$ cat src/rtl/shift_add_mul_seq_if.sv
// Operand/product handshake bundle for the shift-add MUL unit.
// master: the requester/consumer side; slave: the multiplier itself.
interface shift_add_mul_seq_if;
  logic        in_valid;
  logic        in_ready;
  logic [31:0] a;
  logic [31:0] b;
  logic        out_valid;
  logic        out_ready;
  logic [31:0] product;
  logic        busy;

  modport master (
    output in_valid, a, b, out_ready,
    input  in_ready, out_valid, product, busy
  );

  modport slave (
    input  in_valid, a, b, out_ready,
    output in_ready, out_valid, product, busy
  );
endinterface

$ cat src/rtl/shift_add_mul_seq.sv
// Multi-cycle unsigned shift-add multiplier (low 32 bits of a*b) and the
// 32-bit two-level carry-lookahead adder it steps through once per cycle.

// 32-bit carry-lookahead adder, carry-in 0, carry-out not produced.
// Eight 4-bit groups; group carries are fully expanded from group G/P.
module Add (
  input  logic [31:0] a_i,
  input  logic [31:0] b_i,
  output logic [31:0] sum_o
);
  logic [31:0] p;
  logic [30:0] g;   // bit 31 generate would only feed the dropped carry-out
  logic [6:0]  gg;  // group generate, groups 0..6
  logic [6:1]  pg;  // group propagate, groups 1..6
  logic [7:0]  gc;  // carry into each group
  logic [31:0] c;   // carry into each bit

  assign p = a_i ^ b_i;
  assign g = a_i[30:0] & b_i[30:0];

  // Group generate/propagate terms
  always_comb begin
    gg = '0;
    pg = '0;
    for (int unsigned k = 0; k < 7; k++) begin
      gg[k] = g[4*k+3]
            | (p[4*k+3] & g[4*k+2])
            | (p[4*k+3] & p[4*k+2] & g[4*k+1])
            | (p[4*k+3] & p[4*k+2] & p[4*k+1] & g[4*k]);
    end
    for (int unsigned k = 1; k < 7; k++) begin
      pg[k] = &p[4*k +: 4];
    end
  end

  // Lookahead group carries: gc[k] = OR_j<k ( gg[j] & pg[j+1..k-1] )
  always_comb begin
    logic term;
    logic acc;
    gc   = '0;
    term = 1'b0;
    acc  = 1'b0;
    for (int unsigned k = 1; k < 8; k++) begin
      acc = 1'b0;
      for (int unsigned j = 0; j < k; j++) begin
        term = gg[j];
        for (int unsigned m = j + 1; m < k; m++) begin
          term = term & pg[m];
        end
        acc = acc | term;
      end
      gc[k] = acc;
    end
  end

  // Per-bit carries inside each group, looked ahead from the group carry-in
  always_comb begin
    c = '0;
    for (int unsigned k = 0; k < 8; k++) begin
      c[4*k]   = gc[k];
      c[4*k+1] = g[4*k] | (p[4*k] & gc[k]);
      c[4*k+2] = g[4*k+1]
               | (p[4*k+1] & g[4*k])
               | (p[4*k+1] & p[4*k] & gc[k]);
      c[4*k+3] = g[4*k+2]
               | (p[4*k+2] & g[4*k+1])
               | (p[4*k+2] & p[4*k+1] & g[4*k])
               | (p[4*k+2] & p[4*k+1] & p[4*k] & gc[k]);
    end
  end

  assign sum_o = p ^ c;
endmodule

module shift_add_mul_seq #(
  parameter bit EARLY_EXIT = 1'b1
) (
  input  logic                clk,
  input  logic                rst,
  shift_add_mul_seq_if.slave  bus
);
  typedef enum logic [1:0] {
    IDLE,
    BUSY,
    DONE
  } state_t;

  state_t      state_q, state_d;
  logic [31:0] acc_q, acc_d;
  logic [31:0] mcand_q, mcand_d;
  logic [31:0] mplier_q, mplier_d;
  logic [4:0]  count_q, count_d;
  logic [31:0] add_sum;
  logic        in_ready_w;

  Add u_add (
    .a_i   (acc_q),
    .b_i   (mcand_q),
    .sum_o (add_sum)
  );

  assign in_ready_w    = (state_q == IDLE) && !rst;
  assign bus.in_ready  = in_ready_w;
  assign bus.out_valid = (state_q == DONE);
  assign bus.product   = acc_q;
  assign bus.busy      = (state_q != IDLE);

  // Next-state and datapath step: accept in IDLE, one partial product per BUSY cycle
  always_comb begin
    state_d  = state_q;
    acc_d    = acc_q;
    mcand_d  = mcand_q;
    mplier_d = mplier_q;
    count_d  = count_q;
    unique case (state_q)
      IDLE: begin
        if (bus.in_valid && in_ready_w) begin
          mcand_d  = bus.a;
          mplier_d = bus.b;
          acc_d    = '0;
          count_d  = '0;
          state_d  = BUSY;
        end
      end
      BUSY: begin
        if (mplier_q[0]) begin
          acc_d = add_sum;
        end
        mcand_d  = mcand_q << 1;
        mplier_d = mplier_q >> 1;
        count_d  = count_q + 5'd1;
        // Exit on the 32nd step, or as soon as no multiplier ones remain
        if ((count_q == 5'd31) || (EARLY_EXIT && (mplier_q[31:1] == '0))) begin
          state_d = DONE;
        end
      end
      DONE: begin
        if (bus.out_ready) begin
          state_d = IDLE;
        end
      end
      default: state_d = IDLE;
    endcase
  end

  // State and datapath registers with synchronous reset
  always_ff @(posedge clk) begin
    if (rst) begin
      state_q  <= IDLE;
      acc_q    <= '0;
      mcand_q  <= '0;
      mplier_q <= '0;
      count_q  <= '0;
    end else begin
      state_q  <= state_d;
      acc_q    <= acc_d;
      mcand_q  <= mcand_d;
      mplier_q <= mplier_d;
      count_q  <= count_d;
    end
  end
endmodule

$ cat src/flat_wrapper.sv
// flat-port wrapper written by rule: the top's interface ports become plain ports
module shift_add_mul_seq_flat 
#(
  parameter bit EARLY_EXIT = 1'b1
)
  (clk, rst, bus_in_valid, bus_a, bus_b, bus_out_ready, bus_in_ready, bus_out_valid, bus_product, bus_busy);
  shift_add_mul_seq_if bus_i ();
  input  logic clk;
  input  logic rst;
  input wire logic [$bits(bus_i.in_valid)-1:0] bus_in_valid;
  input wire logic [$bits(bus_i.a)-1:0] bus_a;
  input wire logic [$bits(bus_i.b)-1:0] bus_b;
  input wire logic [$bits(bus_i.out_ready)-1:0] bus_out_ready;
  output wire logic [$bits(bus_i.in_ready)-1:0] bus_in_ready;
  output wire logic [$bits(bus_i.out_valid)-1:0] bus_out_valid;
  output wire logic [$bits(bus_i.product)-1:0] bus_product;
  output wire logic [$bits(bus_i.busy)-1:0] bus_busy;
  assign bus_i.in_valid = bus_in_valid;
  assign bus_i.a = bus_a;
  assign bus_i.b = bus_b;
  assign bus_i.out_ready = bus_out_ready;
  assign bus_in_ready = bus_i.in_ready;
  assign bus_out_valid = bus_i.out_valid;
  assign bus_product = bus_i.product;
  assign bus_busy = bus_i.busy;
  shift_add_mul_seq #(.EARLY_EXIT(EARLY_EXIT)) u_core (.clk(clk), .rst(rst), .bus(bus_i));
endmodule
$ cat config.mk
export PLATFORM = sky130hd
export DESIGN_NAME = shift_add_mul_seq_flat
export DESIGN_NICKNAME = d
export VERILOG_FILES = /design/src/rtl/shift_add_mul_seq_if.sv /design/src/rtl/shift_add_mul_seq.sv /design/src/flat_wrapper.sv
export SDC_FILE = /design/constraint.sdc
export NUM_CORES = 1
export LEC_CHECK = 0
export CORE_MARGIN = 2
export CORE_UTILIZATION = 30
export CTS_BUF_LIST = sky130_fd_sc_hd__clkbuf_4
export CTS_CLUSTER_DIAMETER = 150
export CTS_CLUSTER_SIZE = 28
export DETAILED_ROUTE_END_ITERATION = 10
export GPL_TIMING_DRIVEN = 0
export PLACE_DENSITY = 0.63
export RECOVER_POWER = 100
export SLEW_MARGIN = 10
export SYNTH_ARGS = -nofsm -noshare
export SYNTH_HDL_FRONTEND = slang
export SYNTH_SLANG_ARGS = --single-unit
$ cat constraint.sdc
create_clock -name clk -period 4.4 [get_ports clk]
set_clock_uncertainty 0.1 [all_clocks]
set_input_delay 0.44 -clock clk [delete_from_list [all_inputs] [get_ports clk]]
set_output_delay 0.44 -clock clk [all_outputs]
set_load 0.01 [all_outputs]
==> results of run 1 <==
-- worst max-delay path, cell delays in order (launching register included) --
cell,delay [ps]
dfxtp_1,370
ha_1,370
a21oi_1,220
o22ai_1,170
nor4_1,390
o21ai_0,350
a31o_1,350
a2111o_1,440
a221o_1,350
o2111a_1,130
a311o_1,310
-- state kept, by name, summed over array words and instances, names as in the netlist --
| register | count |
|---|---|
| u_core.bus.product | 32 |
| u_core.state_q | 2 |
| u_core.mplier_q | 32 |
| u_core.count_q | 5 |
| u_core.mcand_q | 32 |
-- power groups by stage --
stage          logic [mW]  registers (mW)  clock network [mW]
3_3_place_gp        0.394            1.08                   0
4_1_cts             0.400            1.06               0.540
5_1_grt             0.444            1.07               0.578
3_5_place_dp        0.399            1.08                   0
2_1_floorplan       0.248            1.06                   0
6_report            0.397            1.06               0.527
-- layer usage --
metal,part of all wire,vias to the layer above
li1,-,2653
met3,0.061,12
met2,0.46,161
met5,0,-
met1,0.46,2463
met4,0.012,0
-- area by class of cell --
type,count,share of cell area
clock buffers,13,0.0142
flip-flops and latches,103,0.299
plain buffers,49,0.0267
inverters,13,0.00708
multi-input cells,517,0.456
repair buffers,102,0.148
clock inverters,3,0.00636
well taps,229,0.0416
diodes,1,0.000363
-- synth_stat cells, types with 8 or more instances --
master    instances  area share
dfxtp_1         103        0.38
inv_1            13      0.0089
fa_1              8       0.029
a311oi_1         62       0.099
o21ai_0          10      0.0092
nand3_1          19       0.017
ha_1             33       0.076
clkbuf_1         47       0.032
xor2_1           11       0.018
a21oi_1          36       0.033
a22oi_1           9       0.012
nor2_1           95       0.065
nand2_1         149        0.10
nor4_1           10       0.011
-- layout by cell type (no fill, tap or decap), types with 2 or more instances in the layout --
| cell | count |
|---|---|
| a21o_1 | 4 |
| dlygate4sd3_1 | 36 |
| o21ai_0 | 11 |
| xor2_1 | 11 |
| ha_1 | 33 |
| inv_1 | 13 |
| o21bai_1 | 2 |
| a311oi_1 | 62 |
| o21a_1 | 2 |
| nand3_1 | 19 |
| o211ai_1 | 3 |
| nor4_1 | 11 |
| nand2_1 | 149 |
| mux2i_1 | 2 |
| clkbuf_4 | 13 |
| nor2_1 | 95 |
| nor3_1 | 7 |
| and2_1 | 3 |
| clkbuf_1 | 49 |
| a21oi_1 | 36 |
| a22oi_1 | 9 |
| nand2b_1 | 5 |
| a31oi_1 | 5 |
| and3_1 | 5 |
| a311o_1 | 2 |
| xnor2_1 | 7 |
| nand4_1 | 4 |
| clkdlybuf4s50_1 | 66 |
| dfxtp_1 | 103 |
| nor2b_1 | 2 |
| fa_1 | 8 |
| nand3b_1 | 2 |
| a211oi_1 | 2 |
-- logic make-up (layout without fill, tap and decap cells) --
logic type / after synthesis / after routing / synth area share
fa+ha+maj: 41 / 41 / 0.105
xor+xnor: 18 / 18 / 0.0289
simple gates: 307 / 307 / 0.238
other cells: 0 / 1 / 0
compound gates: 149 / 149 / 0.205
buf+inv: 62 / 180 / 0.0426
flops: 103 / 103 / 0.377
mux: 2 / 2 / 0.00366
-- final timing paths --
path	startpoint	endpoint	slack [ps]	depth (start not counted)
max	u_core.bus.product[2]	u_core.bus.product[31]	780	10
min	u_core.count_q[4]	u_core.count_q[4]	390	2
max reg2reg	u_core.bus.product[2]	u_core.bus.product[31]	780	10
min reg2reg	u_core.count_q[4]	u_core.count_q[4]	390	2
-- through the flow --
step	cell area, sq um	total power, mW	std cells	hold slack, ps
floorplan	5460	1.31	682	352
global placement	6770	1.48	1013	359
detailed placement	6770	1.48	1013	368
CTS	6910	2.00	1029	379
global route	6890	2.09	1029	386
finish	6890	1.99	1030	390
==> impl_metrics.ini, run 1 <==
[finish]
n_fill_cell = 1901
area_growth_pct = 26.1
drive_above_1_share = 0.0275
final_core_utilization = 0.385
nNetsFinal = 904
multi_input_area_sq_um = 3140
ff_latch_area_sq_um = 2060

[grt]
grt_pass1_vias = 5065
use_met2 = 0.273
antenna_found_initial = 0
grt.busiest_layer = met2
grt_use_met1 = 0.230
grt_pass1_wl_mm = 26.4
grt.total_usage = 0.169
grt_use_met3 = 0.0432
grt_max_degree = 16
overflow = 0

[timing]
setup_viol = 0
fin_setup_tns_ps = 0
relSlewSlack = 0.541
tightest_slew_ps = 688
worst_slack_ps = 785
rsz0062_at_grt = no
fin_crit_ps = 3620
slew_viol_final = 0
finalHoldViolations = 0
max_freq_mhz = 277
min_period_over_period = 0.822

[critical_path]
cp_data_arrival_time_ps = 3910
cp.required_ps = 4690
start_kind = flip-flop
cp_max_fo = 4
path_class = reg -> reg
critPathCaptureType = flip-flop

[clock_network]
cts_tree = yes
clockRootBuffer = clkbuf_4
htreeDepth = 3
post-cts-setup-buffers = 0
cts.path.max_buffers = 2
path_clk_slew_ps = 160
clock_latency_ps = 490
cts.sinks = 103
cts_buffers = 9
cts_hold_buf = 0
cts_resized = 0

[floorplan]
die_w_microns = 139
coreArea_sq_um = 17900
rows = 49
start_util = 0.305
io_pins = 103
chipHeight_microns = 139
die_area_sq_um = 19300

[run_status]
status = complete, no violations

[route]
drtIter0Drc = 315
routed_wirelength_mm = 16.3
num_vias = 5289
drc = 0
vias_per_cell = 5.13
routedWlPerCell_microns = 15.9
drt_first_pass_iters = 5
antenna_left = 0

[synth]
synth_fp_nets = 791
syn_area_sq_um = 5460
synth-seq-cells = 103
async_flop_share = 0
synthDistinctLibCells = 48
syn_avg_cell_area_sq_um = 8.01
ys.flop_type = dfxtp_1
synthCells = 682
synth_warnings = 0
ys_seq_area_frac = 0.377
synth_edf_count = 0

[power]
internal_power_mw = 1.37
clkPwrFrac = 0.265
power_frac_comb = 0.200
power_switching_mw = 0.613
p_per_area_nw_per_um2 = 288
pwr-share-seq = 0.535
p_leak_nw = 2.80
peakVddDrop_uv = 131
swShare = 0.309

[job]
maxCapViolations = 0

[placement]
port_buffers = 102
gp_congestion = 0.830
hpwl_mm = 12.1
place_ws_ps = 1140

[min_path]
hold_class = reg -> reg
Note: power is estimated with default switching activity, not from simulation.
==> run 2, diff against run 1 <==
clock period = 3.75 ns   (was 4.4 ns; I/O delays follow)
==> run 2 against run 1 <==
Non-clock buffer count did not move. Worst setup slack worse by 300 ps. Cell area is 0.24% higher. Maximum frequency rose by 11%. Register-to-register slack lost 300 ps. Sequential power is 18% higher. Sequential cell count unchanged. Combinational power up 18%. Count of clock-buffer cells in the layout is the same. Total power is 17% higher.
==> impl_metrics.ini, run 2 (synthesis results as in run 1) <==
[timing]
relSlewSlack = 0.556
slew_viol_final = 0
finalHoldViolations = 0
fin_setup_tns_ps = 0
fin_crit_ps = 3270
hold_slack_ps = 335
rsz0062_at_grt = no
min_period_over_period = 0.871
setup_viol = 0
tightest_slew_ps = 666
max_freq_mhz = 306

[finish]
mostFrequentLayoutCells = nand2_1 (149), dfxtp_1 (103), nor2_1 (95)
n_fill_cell = 1899
area_growth_pct = 26.4
n_antenna_cell = 0
nNetsFinal = 904
drive_above_1_share = 0.0300
mostFrequentLayoutCell = nand2_1
final_core_utilization = 0.386

[clock_network]
htreeDepth = 3
cts_tree = yes
cts_buffers = 9
clockRootBuffer = clkbuf_4
cts_resized = 0
clock_latency_ps = 490
post-cts-setup-buffers = 0
cts.path.max_buffers = 2
path_clk_slew_ps = 160
cts_hold_buf = 0
cts.sinks = 103

[floorplan]
die_area_sq_um = 19300
start_util = 0.305
chipHeight_microns = 139
io_pins = 103
coreArea_sq_um = 17900
rows = 49
die_w_microns = 139

[grt]
grt_max_degree = 16
antenna_found_initial = 0
grt_pass1_vias = 5065
grt.total_usage = 0.169
overflow = 0
grt_pass1_wl_mm = 26.4

[power]
peakVddDrop_uv = 154
pwr-share-seq = 0.534
p_leak_nw = 2.81
internal_power_mw = 1.61
swShare = 0.309
power_frac_comb = 0.200
power_switching_mw = 0.722
p_per_area_nw_per_um2 = 338
clkPwrFrac = 0.266

[route]
vias_per_cell = 5.14
routedWlPerCell_microns = 15.9
antenna_left = 0
drtIter0Drc = 340
drt_first_pass_iters = 6
drc = 0
num_vias = 5292
routed_wirelength_mm = 16.3

[critical_path]
critPathCaptureType = flip-flop
path_class = reg -> reg
cp_data_arrival_time_ps = 3590
start_kind = flip-flop
crit_start = u_core.bus.product[2]
cp.required_ps = 4070
crit-reg2reg-launch = u_core.bus.product[2]
cp_max_fo = 4

[run_status]
status = complete, no violations

[placement]
gp_congestion = 0.830
hpwl_mm = 12.1
port_buffers = 102

[job]
maxCapViolations = 0

[min_path]
hold_class = in -> reg
min_from = bus_a[6]
==> run 2: cell types whose count changed in the layout (fill, tap and decap cells not counted) <==
cell,before,now
dlygate4sd3_1,36,35
nor4_4,0,1
o21ai_2,0,1
o21ai_0,11,10
diode_2,1,0
nor4_1,11,10
clkdlybuf4s50_1,66,67
==> run 2: routing by layer <==
metal | global-route usage | up-vias | share of wire
met4 | 0.0362 | 0 | 0.012
met2 | 0.273 | 153 | 0.47
met3 | 0.0432 | 12 | 0.057
met5 | 0 | - | 0
li1 | - | 2651 | -
met1 | 0.230 | 2476 | 0.46
==> run 2: critical path, cell delays in order, from the launching register on <==
cell and delay (ps):
dfxtp_1 370, ha_1 370, a21oi_1 220, o22ai_1 190
nor4_4 280, o21ai_2 150, a21oi_1 190, o21ai_0 160
a21oi_1 280, o21bai_1 120, fa_1 410, xor2_1 160
nand2_1 70, a21oi_1 150
==> run 2: metrics by stage <==
stage	cells	area, sq um	power, mW	setup slack, ps
floorplan	682	5460	1.54	744
global placement	1013	6770	1.73	502
detailed placement	1013	6770	1.74	493
CTS	1029	6910	2.35	473
global route	1029	6910	2.46	180
finish	1029	6910	2.33	482
==> run 2: power groups by stage <==
| stage | combinational [mW] | sequential [mW] | clock (mW) |
|---|---|---|---|
| after global placement | 0.462 | 1.27 | 0 |
| after floorplan | 0.290 | 1.25 | 0 |
| final | 0.467 | 1.25 | 0.620 |
| after global routing | 0.521 | 1.26 | 0.679 |
| after detailed placement | 0.468 | 1.27 | 0 |
| after CTS | 0.469 | 1.25 | 0.634 |
==> run 2: path summary, 6_finish.rpt <==
check | endpoint | slack (ps) | cells after the start
hold reg to reg | u_core.count_q[4] | 390 | 2
hold / removal | u_core.mcand_q[6] | 330 | 3
setup / recovery | u_core.bus.product[25] | 480 | 13
setup reg to reg | u_core.bus.product[25] | 480 | 13
==> run 2: final cells by class <==
cell class,count,area (sq um),area share
clock inverter,3,43.8,0.00634
timing repair buffer,102,1020,0.148
sequential,103,2060,0.299
inverter,13,48.8,0.00707
tap,229,287,0.0415
multi-input combinational,517,3160,0.458
clock buffer,13,97.6,0.0141
buffer,49,184,0.0266
==> run 3, diff against run 2 <==
CORE_UTILIZATION = 50   (was 30)
PLACE_DENSITY = 0.89   (was 0.63)
SLEW_MARGIN = default   (was 10)
==> run 3 against run 2 <==
Sequential share of layout area up 0.41 points. Core utilization up 25 points. Global-route usage up 9.6 points. Non-clock buffer count unchanged. Via count up 6.0%. Critical path depth unchanged. Hold slack better by 16 ps. Largest cell class unchanged.
==> impl_metrics.ini, run 3 (synthesis results as in run 1) <==
[run_status]
status = complete, no violations

[critical_path]
timing.rr.end = u_core.bus.product[25]
cp_slowest_stage_delay_ps = 410
crit-reg2reg-launch = u_core.bus.product[2]
cp_cell_sequence = ha_1, a21oi_1, o22ai_1, nor4_4, o21ai_2, a21oi_1, o21ai_0, a21oi_1, o21bai_1, fa_1, xor2_1, nand2_1, a21oi_1
reg2regPathDepth = 13
critPathCaptureType = flip-flop
path_class = reg -> reg
slowest_stage = fa_1
cp_max_fo = 4
cp.required_ps = 4040
cp_data_arrival_time_ps = 3630
start_kind = flip-flop
r2r_setup_slack_ps = 410
crit_top_cell = a21oi_1

[timing]
max_freq_mhz = 299
setup_viol = 0
fin_setup_tns_ps = 0
fin_crit_ps = 3340
slew_viol_final = 0
rsz0062_at_grt = no
min_period_over_period = 0.892
relSlewSlack = 0.526
tightest_slew_ps = 710
finalHoldViolations = 0

[finish]
nNetsFinal = 904
drive_above_1_share = 0.0300
mostFrequentLayoutCell = nand2_1
n_antenna_cell = 0
area_growth_pct = 24.7
final_cell_area_sq_um = 6810
mostFrequentLayoutCells = nand2_1 (149), dfxtp_1 (103), nor2_1 (95)

[power]
peakVddDrop_uv = 192
p_leak_nw = 2.81
p_per_area_nw_per_um2 = 348
p_total_mw = 2.37

[route]
topRoutingLayerUsed = met4
drt_first_pass_iters = 5
antenna_left = 0
routed_wirelength_mm = 15.3
dr_wl_met2_mm = 7.31
m1WireLength_mm = 6.25
drtIter0Drc = 428
vias_per_cell = 5.97
drc = 0
wl_met3_mm = 1.41
num_vias = 5608
routedWlPerCell_microns = 16.3

[floorplan]
chipHeight_microns = 109
start_util = 0.509
io_pins = 103
die_area_sq_um = 11800
die_w_microns = 109
rows = 38
coreArea_sq_um = 10700

[clock_network]
htreeDepth = 3
cts_resized = 0
cts_tree = yes
cts_hold_buf = 0
clockRootBuffer = clkbuf_4
post-cts-setup-buffers = 0
cts_buffers = 9
cts.sinks = 103
cts.path.max_buffers = 2
path_clk_slew_ps = 170
clock_latency_ps = 470

[job]
maxCapViolations = 0

[placement]
hpwl_mm = 11.0
gp_congestion = 0.862
port_buffers = 102
dpl_cell_area_sq_um = 6660

[grt]
grt_max_degree = 17
grt_pass1_vias = 5190
antenna_found_initial = 0
overflow = 0
grt.total_usage = 0.265
grt_pass1_wl_mm = 24.7

[min_path]
min_from = bus_a[5]
worstHoldPathCells = 3
holdPathEnd = u_core.mcand_q[5]
hold_class = in -> reg
run 3: cell type report:
cell class	instances	area [sq um]
plain buffers	49	184
multi-input cells	517	3160
inverters	13	48.8
clock inverters	6	83.8
clock buffers	10	75.1
fillers	908	3930
repair buffers	102	1020
well taps	140	175
flip-flops and latches	103	2060
run 3: metrics by stage:
step                setup WS [ps]  instances  utilization  hold WS (ps)
floorplan                     744        682            -           352
global placement              535        924        0.620           359
detailed placement            483        924        0.620           371
CTS                           465        940        0.635           354
global route                  205        940        0.634           357
finish                        405        940        0.634           351
run 3: power breakdown:
part           internal, mW  leakage, nW  switching (mW)  total, mW
registers              1.18        0.841          0.0722       1.25
logic                 0.202         1.88           0.265      0.467
clock network         0.278       0.0905           0.380      0.658
total                  1.66         2.81           0.717       2.37
run 3: worst max path at each step:
stage | depth (start not counted) | end | startpoint
4_1_cts | 10 | u_core.bus.product[31] | u_core.bus.product[2]
5_1_grt | 13 | u_core.bus.product[25] | u_core.bus.product[2]
2_1_floorplan | 10 | u_core.bus.product[31] | u_core.bus.product[1]
3_5_place_dp | 10 | u_core.bus.product[31] | u_core.bus.product[2]
6_report | 13 | u_core.bus.product[25] | u_core.bus.product[2]
3_3_place_gp | 10 | u_core.bus.product[31] | u_core.bus.product[2]
run 3: routing by layer:
| metal | vias up | GRT usage |
|---|---|---|
| li1 | 2648 | - |
| met1 | 2624 | 0.341 |
| met2 | 304 | 0.448 |
| met3 | 32 | 0.0494 |
| met4 | 0 | 0.0870 |
| met5 | - | 0 |
run 3: worst max-delay path, delay by kind of cell (launching register included):
kind / cells / cell delay [ps]
AOI/OAI and AO/OA: 8 / 1490
adders and majority gates: 2 / 790
and+or+nand+nor: 2 / 370
DFF: 1 / 360
xor gates and xnor gates: 1 / 160
